`src/rtl/pipeline_hazard_controller.sv`:
```
// pipeline_hazard_controller: stall/flush sequencer for the 5-stage pipeline.
// Resolves load-use hazards, taken branches, mul/div occupancy of EX and
// halt drain. Control outputs are combinational from state plus inputs;
// state, the shared down-counter and the saturating statistics are registered.
module pipeline_hazard_controller #(
  parameter int MULDIV_CYCLES = 4,  // 2..16
  parameter int DRAIN_CYCLES  = 3   // 1..15
) (
  input  logic        clock,
  input  logic        reset,
  input  logic [3:0]  id_op1,
  input  logic [3:0]  id_op2,
  input  logic        id_uses_op2,
  input  logic        id_halt,
  input  logic        ex_mem_read,
  input  logic [3:0]  ex_write_reg,
  input  logic        ex_branch_taken,
  input  logic        ex_muldiv,
  output logic        pc_stop,
  output logic        pc_mux,
  output logic        if_id_hold,
  output logic        if_id_flush,
  output logic        id_ex_hold,
  output logic        id_ex_flush,
  output logic        ex_mem_flush,
  output logic        halted,
  output logic [15:0] stall_count,
  output logic [15:0] flush_count
);

  typedef enum logic [1:0] {RUN, MULDIV, DRAIN, HALTED} state_t;

  // Reload values for the shared counter; both fit in 4 bits for legal params.
  localparam logic [3:0] MD_LOAD    = 4'(MULDIV_CYCLES - 2);
  localparam logic [3:0] DRAIN_LOAD = 4'(DRAIN_CYCLES - 1);

  state_t     state, state_nxt;
  logic [3:0] cnt, cnt_nxt;
  logic       stall_inc, flush_inc;
  logic       load_use;

  // Register 0 is deliberately not exempt from the hazard compare.
  assign load_use = ex_mem_read &&
                    ((ex_write_reg == id_op1) ||
                     (id_uses_op2 && (ex_write_reg == id_op2)));

  // Next-state, counter and control-output decode; reset forces controls low.
  always_comb begin
    state_nxt    = state;
    cnt_nxt      = cnt;
    stall_inc    = 1'b0;
    flush_inc    = 1'b0;
    pc_stop      = 1'b0;
    pc_mux       = 1'b0;
    if_id_hold   = 1'b0;
    if_id_flush  = 1'b0;
    id_ex_hold   = 1'b0;
    id_ex_flush  = 1'b0;
    ex_mem_flush = 1'b0;
    halted       = 1'b0;
    if (!reset) begin
      unique case (state)
        RUN: begin
          if (ex_branch_taken) begin
            // Squash the two wrong-path instructions in IF/ID and ID/EX.
            pc_mux      = 1'b1;
            if_id_flush = 1'b1;
            id_ex_flush = 1'b1;
            flush_inc   = 1'b1;
          end else if (ex_muldiv) begin
            pc_stop      = 1'b1;
            if_id_hold   = 1'b1;
            id_ex_hold   = 1'b1;
            ex_mem_flush = 1'b1;
            stall_inc    = 1'b1;
            cnt_nxt      = MD_LOAD;
            state_nxt    = MULDIV;
          end else if (load_use) begin
            // One bubble; the load moves on to MEM so no state is needed.
            pc_stop     = 1'b1;
            if_id_hold  = 1'b1;
            id_ex_flush = 1'b1;
            stall_inc   = 1'b1;
          end else if (id_halt) begin
            // Halt advances into ID/EX; nothing behind it is fetched.
            pc_stop     = 1'b1;
            if_id_flush = 1'b1;
            cnt_nxt     = DRAIN_LOAD;
            state_nxt   = DRAIN;
          end
        end
        MULDIV: begin
          if (cnt != 4'd0) begin
            pc_stop      = 1'b1;
            if_id_hold   = 1'b1;
            id_ex_hold   = 1'b1;
            ex_mem_flush = 1'b1;
            stall_inc    = 1'b1;
            cnt_nxt      = cnt - 4'd1;
          end else begin
            // Release cycle: all controls low, back to normal issue.
            state_nxt = RUN;
          end
        end
        DRAIN: begin
          pc_stop     = 1'b1;
          if_id_flush = 1'b1;
          if (cnt == 4'd0) state_nxt = HALTED;
          else             cnt_nxt   = cnt - 4'd1;
        end
        HALTED: begin
          pc_stop     = 1'b1;
          if_id_flush = 1'b1;
          halted      = 1'b1;
        end
        default: state_nxt = RUN;
      endcase
    end
  end

  // State, counter and saturating statistics registers with synchronous reset.
  always_ff @(posedge clock) begin
    if (reset) begin
      state       <= RUN;
      cnt         <= 4'd0;
      stall_count <= 16'd0;
      flush_count <= 16'd0;
    end else begin
      state <= state_nxt;
      cnt   <= cnt_nxt;
      if (stall_inc && stall_count != 16'hFFFF) stall_count <= stall_count + 16'd1;
      if (flush_inc && flush_count != 16'hFFFF) flush_count <= flush_count + 16'd1;
    end
  end

endmodule

```
`config.mk`:
```
export PLATFORM = sky130hd
export DESIGN_NAME = pipeline_hazard_controller
export DESIGN_NICKNAME = d
export VERILOG_FILES = /design/src/rtl/pipeline_hazard_controller.sv
export SDC_FILE = /design/constraint.sdc
export NUM_CORES = 1
export LEC_CHECK = 0
export ABC_CLOCK_PERIOD_IN_PS = 4100
export CAP_MARGIN = 25
export CORE_ASPECT_RATIO = 0.75
export CORE_UTILIZATION = 45
export CTS_CLUSTER_DIAMETER = 40
export CTS_CLUSTER_SIZE = 40
export DETAILED_ROUTE_END_ITERATION = 16
export PLACE_DENSITY_LB_ADDON = 0.1
export SYNTH_ARGS = -nofsm -noshare
export SYNTH_HDL_FRONTEND = slang
export SYNTH_SLANG_ARGS = --single-unit
```
`constraint.sdc`:
```
create_clock -name clock -period 4.1 [get_ports clock]
set_input_delay 1.23 -clock clock [delete_from_list [all_inputs] [get_ports clock]]
set_output_delay 1.23 -clock clock [all_outputs]
set_load 0.02 [all_outputs]
```
==> flow_summary_export.csv <==
group,metric,value,unit
synthesis,ys_warn_count,0,
timing,finalCritPeriodShare,98.6,%
placement,gp_congestion,0.810,
final_layout,stdcell_count,400,
timing,fmax,247,MHz
placement,dp_slack,-495,ps
worst_hold_path,whs_endpoint,"cnt[1]$_SDFFE_PP0P_",
timing,rsz0062_at_grt,"true",
final_layout,nets,368,
final_layout,area_growth,38.3,%
synthesis,synth_cells,273,
critical_path,max_stage_delay,410,ps
critical_path,r2r-end,"flush_count[13]$_SDFFE_PP0P_",
detailed_routing,vias,2244,
critical_path,reg2reg_slack,1650,ps
cts,clockBufferDepth,2,
synthesis,ys_seq_area_share,34.5,%
critical_path,rr_startpoint,"state[1]$_SDFFE_PP0P_",
global_route,first_global_vias,1908,
synthesis,synth_flop_cell,"dfxtp_1",
floorplan,dieArea,5190,µm²
detailed_routing,drt_iter0_markers,176,
synthesis,synth_top_area_share,34.5,%
synthesis,syn_nets,299,
placement,place_area,2910,µm²
placement,dp_cells,392,
placement,portBuffers,58,
power,intPower,773,µW
critical_path,cp-start-kind,"input pin",
run_status,status,"finished, final reports clean",
critical_path,arrival,2810,ps
critical_path,critical_path_class,"input pin to output port",
floorplan,num_rows,21,
worst_hold_path,hold_depth,2,
floorplan,initial_core_util,48.2,%
cts,cts_tree,"done",
detailed_routing,wl,5290,µm
cts,cts_buffers,5,
cts,clkTransAtPathRegs,70,ps
synthesis,synthArstFlopShare,0,%
final_layout,drive_above_1_share,14.3,%
critical_path,path_cells,"clkdlybuf4s50_1 -> xor2_1 -> nor4_4 -> nor2_2 -> a31o_2 -> a211oi_2 -> nor3_1 -> buf_2",
power,power_switching,492,µW
detailed_routing,first_pass_iters,4,
power,peakVddDrop,0.234,mV
synthesis,netlist_area,2200,µm²
cts,clockRootBuffer,"clkbuf_8",
placement,hpwlAfterDp,3780,µm
critical_path,cpLargestDelayFamily,"buffers and inverters",
synthesis,ys_top_cells_by_area,"dfxtp_1 35%, nor2_1 5.4%, a21oi_1 4.3%",
floorplan,io_pins,59,
cts,cts.sinks,38,
power,swShare,38.9,%
detailed_routing,vias_per_cell,5.61,
power,p_total,1270,µW
final_layout,design_area,3050,µm²
final_layout,nFillCells,409,
power,power_per_cell_area,415,nW/µm²
critical_path,required,2870,ps
critical_path,end_kind,"output port",
cts,htreeDepth,2,
timing,holdWs,484,ps
timing,finalHoldViolCount,0,
power,power_leakage,0.00116,µW
detailed_routing,wire_per_inst,13.2,µm
power,combinationalPowerShare,44.2,%
global_route,gr-total-overflow,0,
timing,fin_ws,55.8,ps
run,cap_violations,0,
timing,drv_slew,0,
critical_path,rr_worst_depth,10,
global_route,grt_pass1_wl,8810,µm
synthesis,syn_area_per_cell,8.08,µm²
timing,worst_pin_slew,683,ps
detailed_routing,ant_nets,0,
critical_path,cp_num_buf_inv,2,
cts,clock_latency,290,ps
global_route,grt_max_degree,39,
critical_path,path_max_fanout,3,
critical_path,cpMaxStageDelayCell,"clkdlybuf4s50_1",
final_layout,n_antenna_cell,0,
floorplan,fp.dieH,62.6,µm
floorplan,dieWidth,82.8,µm
synthesis,synth-edff-count,0,
timing,finalSetupViolCount,0,
timing,min_period,4040,ps
synthesis,synth_top_area_cell,"dfxtp_1",
timing,relSlewSlack,54.3,%
floorplan,coreArea,4570,µm²
power,seqPwrFrac,34.8,%
timing,fin_skew,9.76,ps
global_route,grt_use_total,20.3,%
detailed_routing,drc,0,
worst_hold_path,hold_path_startpoint,"cnt[1]$_SDFFE_PP0P_",
synthesis,yosysUniqueCellTypes,47,
global_route,antenna_found_initial,0,
power,power_frac_clock,21.0,%
synthesis,synth_seq_cells,38,
worst_hold_path,hp-class,"flip-flop to flip-flop",
## worst max path at each step
| stage | start | endpoint | slack [ps] | depth (start not counted) |
|---|---|---|---|---|
| after floorplan | ex_write_reg[1] | if_id_hold | 320 | 7 |
| after global placement | ex_write_reg[1] | pc_stop | -480 | 7 |
| after detailed placement | ex_write_reg[2] | pc_stop | -500 | 8 |
| after CTS | ex_write_reg[0] | pc_stop | -3 | 7 |
| after global routing | id_op1[1] | pc_stop | -30 | 7 |
| final | id_op1[1] | if_id_flush | 60 | 8 |
## metrics by stage
| stage | util [%] | setup TNS [ps] |
|---|---|---|
| global route | 66.7 | -27.5 |
| global placement | 63.7 | -1720 |
| floorplan | - | 0 |
| finish | 66.7 | 0 |
| detailed placement | 63.7 | -1780 |
| CTS | 65.6 | -2.55 |
## power by group through the flow
stage          logic, µW  registers (µW)  clock network [µW]
6_report             560             440                 265
5_1_grt              622             447                 293
4_1_cts              552             440                 271
3_5_place_dp         561             448                   0
3_3_place_gp         556             448                   0
2_1_floorplan        388             450                   0
## timing repair
| action | in CTS | in global routing |
|---|---|---|
| pin swaps | 7 | 8 |
| hold buffers | 0 | 0 |
| setup buffers | 0 | 0 |
| endpoints found under the setup margin | 5 | 5 |
| gates resized for setup | 23 | 18 |
| endpoints found under the hold margin | 0 | 0 |
## per-layer routing
layer  vias up  global-route usage, %  part of all wire [%]
li1       1136                      -                     -
met1      1021                   29.3                    51
met2        82                   30.9                    42
met3         5                   4.49                   6.4
met4         0                   3.88                  0.49
met5         -                      0                     0
## logic make-up after synthesis
family / Yosys count / share of synthesized area, %
DFF: 38 / 34.5
and+or+nand+nor: 118 / 29.2
xor gates and xnor gates: 14 / 5.56
buffers and inverters: 28 / 5.39
adders and majority gates: 7 / 3.97
AOI/OAI and AO/OA: 61 / 17.9
muxes: 7 / 3.41
## registers in the layout (all words and copies together), names as in the netlist
name	flops
state	2
cnt	4
flush_count	16
stall_count	16
## final cells by class
cell class	instances	area (µm²)	share of cell area, %
Multi-Input combinational cell	207	1370	45.0
Sequential cell	38	761	25.0
Timing Repair Buffer	72	681	22.3
Clock buffer	6	82.6	2.71
Tap cell	57	71.3	2.34
Inverter	18	67.6	2.22
Clock inverter	2	12.5	0.411
## placed cells by master, fill, tap and decap left out, types with 3 or more instances in the layout
master	Yosys	layout
or4_1	3	3
xor2_2	0	4
ha_1	7	7
o21ai_0	15	15
xor2_1	9	5
clkdlybuf4s50_1	0	41
mux2_2	4	4
a21oi_1	19	19
nand3_1	14	13
buf_2	2	4
nor2_1	32	32
inv_1	17	17
o31ai_1	3	3
dfxtp_1	38	38
or3_1	11	11
o311ai_0	3	3
o32ai_1	3	3
o41ai_1	4	4
nor3_1	4	4
buf_4	1	14
nand4_1	10	10
clkbuf_8	0	6
a211oi_1	6	5
and3_1	3	3
mux2i_1	3	3
dlymetal6s2s_1	0	9
nor2b_1	3	3
nand2_1	19	19
nor4_1	5	5
xnor2_1	5	4
## tightest hold or removal path: cells and delay by family, from the launching register on
family,cells,cell delay (ps)
buffers and inverters,1,70
AOI/OAI and AO/OA,1,60
DFF,1,310
## cell usage after synthesis (all sizes together), types with 2 or more instances
| cell | number |
|---|---|
| dfxtp | 38 |
| a211oi | 6 |
| nor2 | 33 |
| nand3 | 14 |
| xor2 | 9 |
| a21oi | 19 |
| mux2 | 4 |
| nor3 | 5 |
| a31o | 2 |
| o311ai | 3 |
| inv | 18 |
| or3 | 11 |
| nor2b | 3 |
| nor4 | 7 |
| nand2 | 19 |
| mux2i | 3 |
| and3 | 3 |
| buf | 4 |
| nand4 | 11 |
| clkbuf | 6 |
| o21ai | 15 |
| xnor2 | 5 |
| and4 | 2 |
| or4 | 3 |
| o31ai | 3 |
| o32ai | 3 |
| or2 | 3 |
| ha | 7 |
| o41ai | 4 |
No activity file was read; power rests on OpenSTA's default activity.
==> RTL change 1: new RTL, config.mk and constraints unchanged <==
Reset style: asynchronous (`reset`), changed in one clocked block. Comments in the files are not updated.
--- a/src/rtl/pipeline_hazard_controller.sv
+++ b/src/rtl/pipeline_hazard_controller.sv
@@ -119,7 +119,7 @@
   end
 
   // State, counter and saturating statistics registers with synchronous reset.
-  always_ff @(posedge clock) begin
+  always_ff @(posedge clock or posedge reset) begin
     if (reset) begin
       state       <= RUN;
       cnt         <= 4'd0;
Function: differs if reset is asserted again (counterexample within 4 cycles, from zero or initial values and one cycle with reset high); with reset held inactive, the same outputs for 10 cycles.
==> RTL change 1 against the unedited design <==
Largest cell class unchanged; count of clock-buffer cells in the layout increased by 1; sequential cell count stayed put; via count down 19%; power up 13%; wire length is 8.6% lower; worst setup slack better by 0.021 ns; synthesized area is 2.6% lower; critical endpoint is now pc_stop; design area fell by 3.7%; fmax up 0.51%; global-route usage decreased by 0.55 points.
==> RTL change 1: results (changes against the unedited design) <==
Syn Nets=236 (-21%); Max VDD drop=0.390 mV (+67%); HP Class=flip-flop to flip-flop; vias after detailed routing=1,810 (-19%); status=complete, no violations; critical path's largest stage delay=0.45 ns (+0.04 ns); Post-synth top cells=dfrtp_1 (38), xnor2_1 (24), nand3_1 (16), nand2_1 (15), nand4_1 (12); fraction of registers with async set/reset=100% (+100 points); first-pass GRT wire length=7.38 mm (-16%); leak pwr=0.00130 µW (+12%); number of global-route vias before repair=1,601 (-16%); Tot GR Track Use=19.7% (-0.55 points); layout cells sized above 1=13.1% (-1.2 points); WL final=4.84 mm (-8.6%); max_slew headroom=56.1% (+1.8 points); DRT Pass-1 Iters=4 (unchanged); # port buffers=58 (unchanged); Placer Congestion=0.820 (+1.2%); Layout fillers=388 (-5.1%); Final nets=308 (-16%); 1st-iter DRT viols=98 (-44%); area share of the largest cell type after synthesis=44.3% (+9.8 points); Distinct cells, synth=46 (-2.1%); post-synthesis sequential area ratio=44.3% (+9.8 points); clock skew=0.00318 ns (-0.00657 ns); Arr. time, crit path=2.79 ns (-0.02 ns); total CTS buffers=5 (unchanged); HPWL Detailed=3.53 mm (-6.7%); synth top area cells=dfrtp_1 (44%), xnor2_1 (9.8%), ha_1 (4.1%)
[RTL change 1: cells by family (layout without fill, tap and decap cells)]
logic type                 after synthesis  count (layout)  share of synthesized area (%)
xor gates and xnor gates                29              29                           11.8
adders and majority gates                7               7                           4.08
AOI/OAI and AO/OA                       31              31                           11.2
muxes                                    5               5                           2.80
DFF                                     38              38                           44.3
and+or+nand+nor                         85              85                           22.7
buffers and inverters                   15              88                           3.03
[RTL change 1: report_power, final]
group	internal [µW]	total, µW	leakage, µW	switching [µW]
Clock	136	262	0.0000482	127
Combinational	303	630	0.000748	328
Sequential	449	533	0.000506	84.1
[RTL change 1: timing repair]
action,CTS,global route
pin swaps,4,1
hold buffers,0,0
resized for setup,29,1
cloned,0,0
endpoints found under the setup margin,6,2
[RTL change 1: layout make-up]
| cell class | instances | share of cell area, % |
|---|---|---|
| Multi-Input combinational cell | 157 | 38.7 |
| Clock buffer | 7 | 2.94 |
| Clock inverter | 1 | 0.171 |
| Timing Repair Buffer | 69 | 22.0 |
| Tap cell | 57 | 2.43 |
| Sequential cell | 38 | 32.4 |
| Inverter | 11 | 1.41 |
[RTL change 1: worst paths after layout]
check | endpoint | slack, ns | cells after the start | start
setup reg to reg | stall_count[1] | 1.77 | 9 | cnt[0]
hold / removal | cnt[3] | 0.49 | 1 | cnt[3]
max in group asynchronous | stall_count[6] | 2.08 | 4 | reset
min in group asynchronous | flush_count[15] | 1.68 | 4 | reset
hold reg to reg | cnt[3] | 0.49 | 1 | cnt[3]
setup / recovery | pc_stop | 0.08 | 7 | ex_write_reg[1]
[RTL change 1: layer usage]
layer	vias to the layer above	global-route usage, %	wire length [µm]
li1	903	-	-
met4	0	5.51	55
met5	-	0	0
met3	7	5.40	295
met1	854	28.8	2520
met2	46	28.7	1960
[RTL change 1: critical path, delay by kind of cell]
kind | cells | cell delay (ns)
xor gates and xnor gates | 1 | 0.20
AOI/OAI and AO/OA | 2 | 0.58
buffers and inverters | 2 | 0.57
and+or+nand+nor | 2 | 0.20
[RTL change 1: through the flow]
| step | setup TNS, ns | worst slack (ns) | area, µm² | utilization [%] | std cells |
|---|---|---|---|---|---|
| final | 0 | 0.0764 | 2940 | 65.0 | 340 |
| after global routing | 0 | 0.00475 | 2940 | 65.0 | 340 |
| after CTS | 0 | 0.00291 | 2930 | 64.9 | 340 |
| after detailed placement | -2.25 | -0.559 | 2860 | 63.2 | 332 |
| after global placement | -1.96 | -0.501 | 2860 | 63.2 | 332 |
| after floorplan | 0 | 0.204 | 2150 | - | 210 |
==> RTL change 2: new RTL, same settings <==
Without the edit above. Put one more register stage on the output `flush_count`, cleared by the reset. The value now appears one clock later. The other outputs are not delayed to match.
--- a/src/rtl/pipeline_hazard_controller.sv
+++ b/src/rtl/pipeline_hazard_controller.sv
@@ -33,6 +33,8 @@
   // Reload values for the shared counter; both fit in 4 bits for legal params.
   localparam logic [3:0] MD_LOAD    = 4'(MULDIV_CYCLES - 2);
   localparam logic [3:0] DRAIN_LOAD = 4'(DRAIN_CYCLES - 1);
+
+  logic [15:0] flush_count_s0;
 
   state_t     state, state_nxt;
   logic [3:0] cnt, cnt_nxt;
@@ -124,12 +126,20 @@
       state       <= RUN;
       cnt         <= 4'd0;
       stall_count <= 16'd0;
-      flush_count <= 16'd0;
+      flush_count_s0 <= 16'd0;
     end else begin
       state <= state_nxt;
       cnt   <= cnt_nxt;
       if (stall_inc && stall_count != 16'hFFFF) stall_count <= stall_count + 16'd1;
-      if (flush_inc && flush_count != 16'hFFFF) flush_count <= flush_count + 16'd1;
+      if (flush_inc && flush_count_s0 != 16'hFFFF) flush_count_s0 <= flush_count_s0 + 16'd1;
+    end
+  end
+
+  always_ff @(posedge clock) begin
+    if (reset) begin
+      flush_count <= '0;
+    end else begin
+      flush_count <= flush_count_s0;
     end
   end
 
Behaviour: not the same (Yosys sat finds a counterexample within 4 cycles, from zero or initial values and one cycle with reset high).
==> RTL change 2 against the unedited design <==
Power is 9.2% higher; worst setup slack improved by 0.021 ns; global-route usage fell by 1.0 points; synthesized area is 17% higher; design area grew 12%; wire length grew 2.2%; sequential cell count rose by 16; critical path type unchanged; register-to-register slack got worse by 0.02 ns; critical path depth down 1; worst hold slack better by 0.0067 ns.
==> RTL change 2: results (changes against the unedited design) <==
status=complete, no violations; Worst-Margin Slew=0.538 ns (-0.144 ns); layout cells sized above 1=11.2% (-3.1 points); Final nets=383 (+4.1%); clock skew=0.00781 ns (-0.00194 ns); Tot GR Track Use=19.2% (-1.0 points); WL per Instance=12.5 µm (-5.5%); r2r setup slk=1.63 ns (-0.02 ns); Reg clk slew, reported paths=0.11 ns (+0.04 ns); final cycle utilization of the critical path=98.1% (-0.52 points); end of the worst register-to-register path=stall_count[4]; Layout fillers=477 (+17%); worst hold start=cnt[2]; top flop regs=flush_count: 16 flops, flush_count_s0: 16 flops, stall_count: 16 flops; Max VDD drop=0.342 mV (+46%); Placer Congestion=0.798 (-1.5%); Worst Reg-to-Reg Cells=11 (+1); leak pwr=0.00136 µW (+17%); largest net degree at the start of global routing=47 (+21%); Hold Path Sink=cnt[2]; CP startpoint=id_op1[3]; Post-Place Worst Slack=-0.498 ns (-0.00284 ns); Post-synth top cells=dfxtp_1 (54), nor2_1 (29), nand2_1 (21); number of global-route vias before repair=1,978 (+3.7%); HPWL Detailed=3.93 mm (+4.1%); 1st-iter DRT viols=129 (-27%); first-pass GRT wire length=9.10 mm (+3.3%); synth top area cells=dfxtp_1 (42%), xor2_1 (5.4%), nor2_1 (4.2%); Post-DP Area=0.00329 mm² (+13%); CTS Root Cell=clkbuf_8; CP max FO=2 (-1); post-synthesis sequential area ratio=41.9% (+7.4 points); Syn Nets=317 (+6.0%); vias per cell=5.13 (-8.5%); Arr. time, crit path=2.79 ns (-0.02 ns); Clk Latency, worst-skew pair=0.31 ns (+0.02 ns); multi-input combinational cell area=0.00143 mm² (+4.1%)
## RTL change 2: metal layers
| layer | track usage (%) | part of all wire [%] | up-vias |
|---|---|---|---|
| li1 | - | - | 1168 |
| met1 | 28.5 | 52 | 998 |
| met2 | 28.4 | 42 | 52 |
| met3 | 3.30 | 4.3 | 4 |
| met4 | 5.56 | 0.89 | 0 |
| met5 | 0 | 0 | - |
## RTL change 2: kinds of logic after synthesis
family | count (synthesis) | synth area share [%]
AOI/OAI and AO/OA | 52 | 14.8
xor gates and xnor gates | 22 | 7.47
adders and majority gates | 7 | 3.39
muxes | 3 | 1.26
DFF | 54 | 41.9
and+or+nand+nor | 125 | 26.5
buffers and inverters | 28 | 4.70
## RTL change 2: area by class of cell
cell class / count / area share (%)
Tap cell: 75 / 2.75
Multi-Input combinational cell: 209 / 41.8
Clock buffer: 5 / 2.01
Clock inverter: 3 / 0.696
Inverter: 16 / 1.76
Timing Repair Buffer: 71 / 19.3
Sequential cell: 54 / 31.6
## RTL change 2: per-stage QoR
stage                     power, µW  instances
final                          1380        433
after global routing           1470        433
after CTS                      1380        433
after detailed placement       1090        425
after global placement         1080        425
after floorplan                 944        291
## RTL change 2: critical path: stages
cell             delay, ns
clkdlybuf4s50_1       0.49
xor2_1                0.26
nor4_4                0.07
buf_4                 0.15
o41ai_1               0.28
a221oi_1              0.14
buf_2                 0.18
## RTL change 2: what timing repair did
action                     CTS  global route
buffers inserted             0             0
gates resized for setup     31            10
setup endpoints to repair    6             4
pin swaps                    9             8
## RTL change 2: worst max-delay path by stage
| stage | to | depth (start not counted) |
|---|---|---|
| after floorplan | pc_stop | 4 |
| after global placement | pc_stop | 7 |
| after detailed placement | if_id_flush | 8 |
| after CTS | if_id_flush | 8 |
| after global routing | if_id_flush | 9 |
| final | pc_stop | 7 |
## RTL change 2: report_power, final
group | internal, µW | switching [µW]
combinational | 202 | 268
clock | 123 | 186
sequential | 565 | 39.0
